File: src/rtl/ex_div_unit.sv
// ex_div_unit: iterative 32-bit restoring divider for the EX stage (MIPS DIV/DIVU).
// Produces {remainder, quotient} after 32 single-bit steps and holds the pipeline
// through stallreq while a division is in flight.
//
// Ports:
//   clk        clock
//   rst        synchronous active-high reset
//   start      level, high while a DIV/DIVU occupies EX
//   signed_div 1 = DIV (two's complement), 0 = DIVU
//   opdata1    dividend (rs)
//   opdata2    divisor (rt)
//   annul      cancel in-flight division (flush/exception)
//   result     {remainder[63:32], quotient[31:0]}, registered
//   ready      result valid for one cycle (combinational: END and not annulled)
//   stallreq   combinational start & ~ready, to the stall controller
module ex_div_unit (
    input  logic        clk,
    input  logic        rst,
    input  logic        start,
    input  logic        signed_div,
    input  logic [31:0] opdata1,
    input  logic [31:0] opdata2,
    input  logic        annul,
    output logic [63:0] result,
    output logic        ready,
    output logic        stallreq
);

    localparam int unsigned DW = 32;          // operand width
    localparam int unsigned CW = 5;           // step counter width
    localparam int unsigned WW = 2 * DW + 1;  // working register {rem[32:0], quo[31:0]}

    typedef enum logic [1:0] {
        ST_FREE = 2'd0,
        ST_DBZ  = 2'd1,
        ST_ON   = 2'd2,
        ST_END  = 2'd3
    } state_e;

    state_e            state_q, state_d;
    logic [CW-1:0]     cnt_q, cnt_d;
    logic [WW-1:0]     wr_q, wr_d;
    logic [DW-1:0]     dvs_q, dvs_d;
    logic              sgn1_q, sgn1_d;
    logic              sgn2_q, sgn2_d;
    logic              sdiv_q, sdiv_d;
    logic [2*DW-1:0]   result_q, result_d;

    logic [DW-1:0]     op1_mag_c;
    logic [DW-1:0]     op2_mag_c;
    logic [WW-1:0]     shifted_c;
    logic [DW:0]       trial_c;
    logic [WW-1:0]     step_wr_c;
    logic [DW-1:0]     quo_f_c;
    logic [DW-1:0]     rem_f_c;
    logic              q_neg_c;
    logic              r_neg_c;
    logic [2*DW-1:0]   fin_c;

    // Operand magnitudes; only signed mode negates negative operands.
    always_comb begin
        op1_mag_c = (signed_div && opdata1[DW-1]) ? (~opdata1 + DW'(1)) : opdata1;
        op2_mag_c = (signed_div && opdata2[DW-1]) ? (~opdata2 + DW'(1)) : opdata2;
    end

    // One restoring step: shift, trial subtract, keep trial if non-negative.
    always_comb begin
        shifted_c = {wr_q[WW-2:0], 1'b0};
        trial_c   = shifted_c[WW-1:DW] - {1'b0, dvs_q};
        if (trial_c[DW]) begin
            step_wr_c = shifted_c;
        end else begin
            step_wr_c = {trial_c, shifted_c[DW-1:1], 1'b1};
        end
    end

    // Sign correction of the final step; the -2^31 / -1 case wraps naturally.
    always_comb begin
        quo_f_c = step_wr_c[DW-1:0];
        rem_f_c = step_wr_c[2*DW-1:DW];
        q_neg_c = sdiv_q & (sgn1_q ^ sgn2_q);
        r_neg_c = sdiv_q & sgn1_q;
        fin_c   = {(r_neg_c ? (~rem_f_c + DW'(1)) : rem_f_c),
                   (q_neg_c ? (~quo_f_c + DW'(1)) : quo_f_c)};
    end

    // Next-state and datapath update.
    always_comb begin
        state_d  = state_q;
        cnt_d    = cnt_q;
        wr_d     = wr_q;
        dvs_d    = dvs_q;
        sgn1_d   = sgn1_q;
        sgn2_d   = sgn2_q;
        sdiv_d   = sdiv_q;
        result_d = result_q;

        case (state_q)
            ST_FREE: begin
                if (start) begin
                    if (opdata2 == '0) begin
                        state_d = ST_DBZ;
                    end else begin
                        state_d = ST_ON;
                        cnt_d   = '0;
                        wr_d    = {{(DW+1){1'b0}}, op1_mag_c};
                        dvs_d   = op2_mag_c;
                        sgn1_d  = opdata1[DW-1];
                        sgn2_d  = opdata2[DW-1];
                        sdiv_d  = signed_div;
                    end
                end
            end
            ST_DBZ: begin
                state_d  = ST_END;
                result_d = '0;
            end
            ST_ON: begin
                wr_d  = step_wr_c;
                cnt_d = cnt_q + CW'(1);
                if (cnt_q == CW'(DW - 1)) begin
                    state_d  = ST_END;
                    result_d = fin_c;
                end
            end
            ST_END: begin
                state_d = ST_FREE;
            end
            default: begin
                state_d = ST_FREE;
            end
        endcase

        // Flush wins over everything, including a result about to be loaded.
        if (annul) begin
            state_d  = ST_FREE;
            result_d = result_q;
        end
    end

    // State and datapath registers.
    always_ff @(posedge clk) begin
        if (rst) begin
            state_q  <= ST_FREE;
            cnt_q    <= '0;
            wr_q     <= '0;
            dvs_q    <= '0;
            sgn1_q   <= 1'b0;
            sgn2_q   <= 1'b0;
            sdiv_q   <= 1'b0;
            result_q <= '0;
        end else begin
            state_q  <= state_d;
            cnt_q    <= cnt_d;
            wr_q     <= wr_d;
            dvs_q    <= dvs_d;
            sgn1_q   <= sgn1_d;
            sgn2_q   <= sgn2_d;
            sdiv_q   <= sdiv_d;
            result_q <= result_d;
        end
    end

    // ready must drop in the same cycle annul arrives, so it is decoded from state.
    assign ready    = (state_q == ST_END) && !annul;
    assign stallreq = start & ~ready;
    assign result   = result_q;

endmodule

File: config.mk
export PLATFORM = sky130hd
export DESIGN_NAME = ex_div_unit
export DESIGN_NICKNAME = d
export VERILOG_FILES = /design/src/rtl/ex_div_unit.sv
export SDC_FILE = /design/constraint.sdc
export NUM_CORES = 1
export LEC_CHECK = 0
export CORE_MARGIN = 1
export CORE_UTILIZATION = 40
export DETAILED_ROUTE_END_ITERATION = 12
export GPL_TIMING_DRIVEN = 0
export HOLD_SLACK_MARGIN = 0.12
export PLACE_DENSITY = 0.68
export SLEW_MARGIN = 20
export SYNTH_ARGS = -nofsm -noshare
export SYNTH_HDL_FRONTEND = slang
export SYNTH_SLANG_ARGS = --single-unit
File: constraint.sdc
create_clock -name clk -period 11.05 [get_ports clk]
set_input_delay 2.21 -clock clk [delete_from_list [all_inputs] [get_ports clk]]
set_output_delay 2.21 -clock clk [all_outputs]
set_load 0.02 [all_outputs]
==> summary.md, run 1 <==
| Metric | Value |
|---|---|
| Fmax | `0.164 GHz` |
| CTS max path bufs | `2` |
| Hold_buf cts | `0` |
| Actual slew at the worst max-slew pin | `1.01 ns` |
| Avg WL per Cell | `19.1 um` |
| Post-DRT Antenna Nets | `0` |
| Post-route DRC violation count | `0` |
| Final TNS setup | `0 ns` |
| Clk_lat worst skew | `around 0.45 ns` |
| RSZ-0062 raised after global routing | `false` |
| Arr. time, crit path | `6.45 ns` |
| Cell variety after synth | `between 90 and 100` |
| Port Buffers | `134` |
| Setup bufs post-CTS | `0` |
| Slowest cell delay on critical path | `0.55 ns` |
| Vias in the first global route | `approximately 12000` |
| Largest net degree at the start of global routing | `21` |
| Number of max-cap violations | `0` |
| Worst setup EP type | `register` |
| Max-slew violation count | `0` |
| Synth async-reset ratio | `0%` |
| Io pins | `135` |
| Status | `complete, no violations` |
| Leak | `5.37 nW` |
| Htree depth | `4` |
| Power per cell area | `116 nW/um^2` |
| Worst rel slew slack | `a little under a third` |
| Die area | `31200 um^2` |
| Die height | `177 um` |
| Final Worst Setup Slack | `4.93 ns` |
| Hold Fails Final Rpt | `0` |
| DRT iter0 DRCs | `1368` |
| Clk sinks | `170` |
| Slowest cell on crit path | `dfxtp_1` |
| GRT overflow | `0` |
| Minimum clock period | `roughly 6.1 ns` |
| Core outline area | `around 30000 um^2` |
| DRT Pass-1 Iters | `5` |
| VDD IR max | `0.103 mV` |
| Fill count | `2957` |
| CP startpoint kind | `register` |
| Setup violations, final | `0` |
| Via density | `5.82` |
| Tightest Hold Check Type | `reg -> reg` |
| Share of layout cells above drive strength 1 | `6.39%` |
| Clock transition at path regs | `0.07 ns` |
| Critical Path RT | `11.39 ns` |
| Hold depth | `2` |
| Initial Util | `about two fifths` |
| Prevailing post-synth register cell | `dfxtp_1` |
| Final Skew | `0.0119 ns` |
| DP Worst Slack | `4.93 ns` |
| CTS Buf Count | `17` |
| Post-Synthesis Cells | `1648` |
| Cell row count | `63` |
| First-pass GRT wire length | `65600 um` |
| Final #Nets | `1912` |
| GP Congestion | `0.928` |
| Flops & latches, synth | `170` |
| Cells resized by post-CTS repair | `0` |
| Initial antenna violation count | `0` |
| Number of enable flip-flop cells after synthesis | `0` |
| FF-to-FF path depth | `20` |
| GRT Overall Usage | `a little over a quarter` |
| Ant diodes | `0` |
| Total chip power | `1.70 mW` |
| Synthesized area per cell | `7.40 um^2` |
| Fin crit share | `55.3%` |
| CTS tree | `yes` |
| Mapped cell area | `12200 um^2` |
| Routed WL | `42100 um` |
| Layout area overhead | `20.2%` |
| Sequential fraction of the synthesis area | `around 28%` |
| Syn. warnings | `0` |
| CP Max Fanout | `10` |
| Setup CP Type | `reg -> reg` |
| Via count | `12838` |
| Root buf cell | `clkbuf_16` |
| Syn nets | `between 1500 and 2000` |
| Die X | `177 um` |
| CP cell instances | `ha_1 -> a21oi_1 -> o21ai_0 -> a21o_1 -> a2111o_1 -> nor3_1 -> nor2_1 -> inv_1 -> buf_2 -> buf_1 -> o21ai_0 -> inv_1 -> ha_1 -> nor3b_1 -> nand2_1 -> a2111oi_4 -> o22ai_2 -> nor4_1 -> o31ai_1 -> a31o_1` |
| Post-DP HPWL | `33700 um` |
power by group:
part           total (mW)  leakage [nW]  internal [mW]  switching [mW]
combinational       0.418          3.69          0.152           0.266
sequential          0.663          1.38          0.637          0.0260
clock               0.621         0.299          0.309           0.312
total                1.70          5.37           1.10           0.604
placed cells by master (no fill, tap or decap), types with 5 or more instances in the layout:
cell	count
nor2_1	155
xnor2_1	68
and2_1	9
nor4_1	17
a21oi_1	163
a311oi_1	6
dfxtp_1	170
a2111oi_0	5
or3_1	36
o211ai_1	8
nand4_1	9
o21a_1	5
nor3_1	57
mux2_2	5
o31ai_1	18
xor2_1	53
or2_2	6
and3_1	10
buf_6	14
inv_1	57
o41ai_1	9
clkinv_8	7
ha_1	41
clkbuf_1	68
a31oi_1	14
or4_1	7
clkbuf_16	17
clkdlybuf4s50_1	134
nand2b_1	7
a211oi_1	42
nand3_1	45
nand2_1	231
o21ai_0	125
a21o_1	13
a22oi_1	26
buf_2	17
mux2i_1	21
through the flow:
step                hold WS (ns)  instance area (um^2)  utilization, %  cells
CTS                        0.456                 14600            49.2   2204
detailed placement         0.445                 14000            47.1   2172
floorplan                  0.432                 12200               -   1648
global route               0.473                 14700            49.2   2204
finish                     0.451                 14700            49.2   2204
global placement           0.437                 14000            47.1   2172
worst max-delay path: cells and delay by family, from the launching register on:
| family | cells | cell delay [ns] |
|---|---|---|
| flip-flops | 1 | 0.55 |
| buffers and inverters | 4 | 1.08 |
| AO/OA/AOI/OAI | 9 | 2.25 |
| AND/OR/NAND/NOR | 5 | 1.50 |
| adder cells (fa/ha/maj) | 2 | 0.60 |
flip-flops by register name (all words and copies together), names as in the netlist:
name,count
cnt_q,5
dvs_q,32
result,64
sdiv_q,1
sgn1_q,1
sgn2_q,1
state_q,2
wr_q,64
worst paths after layout:
kind              start          to  slack, ns
min          result[57]  result[57]       0.45
max            wr_q[54]  result[58]       4.93
max reg2reg    wr_q[54]  result[58]       4.93
min reg2reg  result[57]  result[57]       0.45
per-layer routing:
metal	routed length, um	global-route usage, %	vias up
li1	-	-	6236
met1	19700	40.1	5994
met2	17800	40.0	562
met3	4050	3.70	46
met4	548	5.89	0
met5	0	0	-
area by class of cell:
class                           count  area (um^2)  share of cell area, %
Inverter                           58          218                   1.49
Clock inverter                     15          194                   1.32
Timing Repair Buffer              134         1340                   9.15
Tap cell                          390          488                   3.33
Clock buffer                       17          425                   2.90
Sequential cell                   170         3400                   23.2
Buffer                            104          536                   3.65
Multi-Input combinational cell   1316         8050                   54.9
cells by family after synthesis:
logic type	count (synthesis)	synth area share (%)
simple gates	619	23.5
compound gates	508	27.2
flops	170	27.9
buf+inv	162	6.18
xor+xnor	121	8.69
fa+ha+maj	42	4.37
mux	26	2.19
cell usage after synthesis, types with 4 or more instances:
master,instances,area (um^2)
nand2_1,231,867
nor2b_1,4,25.0
nand2b_1,7,43.8
a2111oi_0,5,43.8
a31oi_1,14,87.6
nor4_1,18,113
buf_2,17,85.1
buf_6,14,158
nor3_1,58,290
a311oi_1,6,52.6
mux2_2,5,56.3
nand4_1,9,56.3
xor2_1,53,464
ha_1,41,513
a21oi_1,163,816
or2_2,6,37.5
o21ai_0,125,626
and3_1,10,62.6
o21ai_1,4,20.0
xnor2_1,68,596
or3_1,36,225
nor2_1,155,582
o41ai_1,9,78.8
nand3_1,45,225
mux2i_1,21,210
a31o_2,4,35.0
o31ai_1,18,135
inv_1,57,214
dfxtp_1,170,3400
a22oi_1,26,195
and2_1,9,56.3
or4_1,7,52.6
o211ai_1,8,60.1
a21o_1,13,97.6
o21a_1,5,37.5
clkbuf_1,68,255
a211oi_1,42,315
No activity file was read; power rests on OpenSTA's default activity.
==> run 2, diff against run 1 <==
Clock period 11.05 ns to 6.4 ns, I/O delays scaled along.
==> results of run 2 <==
The final DEF is identical to that of run 1. Status: complete, no violations.
Main changes from that run: setup slack after placement 4.93 ns -> 0.494 ns; setup slack after layout 4.93 ns -> 0.284 ns; register-to-register setup slack 4.93 ns -> 0.28 ns; total power 1.70 mW -> 2.94 mW; worst IR drop on VDD 0.103 mV -> 0.177 mV
==> run 3, diff against run 2 <==
Settings changed: RECOVER_POWER set to 50.
==> run 3 against run 2 <==
  * First-iteration DRC count decreased by 0.44%
  * Routed wire length decreased by 0.24%
  * Setup slack got worse by 0.0084 ns
  * Core utilization decreased by 0.17 points
  * Largest power group unchanged
  * Clock power about the same
==> summary.md, run 3 (synthesis gave the netlist of run 1 again) <==
| Metric | Value |
|---|---|
| Setup bufs post-CTS | `0 (unchanged)` |
| Buf+Inv Stages, Crit Path | `4 (unchanged)` |
| Setup crit end | `result[58]` |
| Initial Util | `40.9% (unchanged)` |
| Routed WL | `42000 um (-0.24%)` |
| CTS max path bufs | `2 (unchanged)` |
| Avg WL per Cell | `19.0 um (-0.24%)` |
| Setup CP Type | `reg -> reg` |
| Placed cell areas | `14000 um^2 (unchanged)` |
| Die area | `31200 um^2 (unchanged)` |
| Arr. time, crit path | `6.46 ns (about the same)` |
| Layout area overhead | `19.8%` |
| Root buf cell | `clkbuf_16` |
| Final #Nets | `1912 (unchanged)` |
| Cells resized by post-CTS repair | `0 (unchanged)` |
| DRT Pass-1 Iters | `6 (+1)` |
| Clk sinks | `170 (unchanged)` |
| Io pins | `135 (unchanged)` |
| GP Congestion | `0.928 (unchanged)` |
| Delay-heaviest family, CP | `compound AO/OA/AOI/OAI gates` |
| GRT Overall Usage | `26.8% (unchanged)` |
| Largest net degree at the start of global routing | `21 (unchanged)` |
| RSZ-0062 raised after global routing | `false` |
| CP startpoint kind | `register` |
| Setup violations, final | `0 (unchanged)` |
| Via density | `5.86 (+0.62%)` |
| Core outline area | `29800 um^2 (unchanged)` |
| Hold_buf cts | `0 (unchanged)` |
| Slowest cell on crit path | `dfxtp_1` |
| R2r startpoint | `wr_q[54]` |
| Ant diodes | `0 (unchanged)` |
| Number of max-cap violations | `0 (unchanged)` |
| DRT iter0 DRCs | `1362 (-0.44%)` |
| Tightest Hold Check Type | `reg -> reg` |
| Port Buffers | `134 (unchanged)` |
| Final TNS setup | `0 ns (unchanged)` |
| Actual slew at the worst max-slew pin | `1.34 ns (+0.325 ns)` |
| CP cell instances | `ha_1 -> a21oi_1 -> o21ai_0 -> a21o_1 -> a2111o_1 -> nor3_1 -> nor2_1 -> inv_1 -> buf_2 -> clkbuf_1 -> o21ai_0 -> inv_1 -> ha_1 -> nor3b_1 -> nand2_1 -> a2111oi_4 -> o22ai_2 -> nor4_1 -> o31ai_1 -> a31o_1` |
| Fin util | `49.0% (-0.17 points)` |
| FF-to-FF path depth | `20 (unchanged)` |
| Cell depth of the worst setup path | `20 (unchanged)` |
| Cell row count | `63 (unchanged)` |
| Via count | `12918 (+0.62%)` |
| Non-filler cells, final | `2204 (unchanged)` |
| CTS tree | `yes` |
| Commonest non-fill, non-tap cell in the layout | `nand2_1` |
| Htree depth | `4 (unchanged)` |
| Die height | `177 um (unchanged)` |
| Clock transition at path regs | `0.07 ns (about the same)` |
| Share of layout cells above drive strength 1 | `5.73% (-0.66 points)` |
| Post-DRT Antenna Nets | `0 (unchanged)` |
| CTS Buf Count | `17 (unchanged)` |
| Minimum clock period | `approximately 6.1 ns` |
| Initial antenna violation count | `0 (unchanged)` |
| Status | `complete, no violations` |
| Critical Path RT | `6.74 ns` |
| CP Max Fanout | `10 (unchanged)` |
| Critical Path Start | `wr_q[54]` |
| Hold Path Origin | `result[47]` |
| Fill count | `2964 (+0.24%)` |
| Reg2reg setup slack | `0.28 ns` |
| Reg2Reg Capture Point | `result[58]` |
| Post-DP HPWL | `33700 um (unchanged)` |
| Final Skew | `0.0107 ns (-0.00118 ns)` |
| Slowest cell delay on critical path | `0.55 ns (about the same)` |
| Clk_lat worst skew | `0.44 ns (about the same)` |
| Die X | `177 um (unchanged)` |
| Power per cell area | `201 nW/um^2` |
| Post-Layout Inst Area | `14600 um^2 (-0.34%)` |
| Leak | `5.56 nW (+3.6%)` |
| Hold Fails Final Rpt | `0 (unchanged)` |
| Fin crit share | `a little over nine tenths` |
| GRT overflow | `0 (unchanged)` |
| Placed cell count | `2172 (unchanged)` |
| Worst setup EP type | `register` |
| Fmax | `0.163 GHz (-0.14%)` |
| First-pass GRT wire length | `65600 um (unchanged)` |
| Max-slew violation count | `0 (unchanged)` |
| Post-route DRC violation count | `0 (unchanged)` |
| Vias in the first global route | `11871 (unchanged)` |
| Most frequent cells in the layout | `nand2_1, dfxtp_1, a21oi_1` |
| Worst rel slew slack | `10.2% (-22 points)` |
| VDD IR max | `0.176 mV` |
[run 3: changes by cell type in the layout (fill, tap and decap cells not counted), sizes merged]
cell / before / now
clkbuf: 85 / 95
dlygate4sd3: 0 / 67
clkdlybuf4s50: 134 / 67
buf: 36 / 26
[run 3: final cells by class]
cell class,count,area [um^2],share of cell area [%]
Buffer,104,505,3.46
Clock buffer,17,425,2.91
Clock inverter,15,194,1.33
Inverter,58,218,1.49
Multi-Input combinational cell,1316,8030,55.0
Sequential cell,170,3400,23.3
Tap cell,390,488,3.34
Timing Repair Buffer,134,1340,9.18
[run 3: per-stage QoR]
step	setup slack (ns)	power, mW	hold slack (ns)
3_3_place_gp	0.533	1.86	0.437
5_1_grt	0.0317	3.06	0.478
6_report	0.276	2.93	0.450
2_1_floorplan	1.60	1.63	0.432
3_5_place_dp	0.494	1.87	0.445
4_1_cts	0.443	2.92	0.456
[run 3: how the worst min path moves through the flow]
| stage | to | slack [ns] | cells after the start |
|---|---|---|---|
| detailed placement | result[47] | 0.44 | 2 |
| global placement | result[57] | 0.44 | 2 |
| floorplan | dvs_q[31] | 0.43 | 2 |
| global route | result[32] | 0.48 | 2 |
| CTS | result[57] | 0.46 | 2 |
| finish | result[47] | 0.45 | 2 |
[run 3: per-layer routing]
layer,routed length (um),track usage [%]
met5,0,0
met4,512,5.89
met3,3730,3.70
met2,17900,40.0
met1,19800,40.1
[run 3: worst reg2reg max path, delay by kind of cell (launching register included)]
family / cells / cell delay, ns
simple gates: 5 / 1.52
flops: 1 / 0.55
fa+ha+maj: 2 / 0.60
buf+inv: 4 / 1.06
compound gates: 9 / 2.29
[run 3: where the power goes]
part | internal [mW] | switching, mW | total, mW | leakage (nW)
Sequential | 1.10 | 0.0445 | 1.14 | 1.38
Combinational | 0.258 | 0.460 | 0.718 | 3.88
Clock | 0.534 | 0.537 | 1.07 | 0.299
Total | 1.89 | 1.04 | 2.93 | 5.56
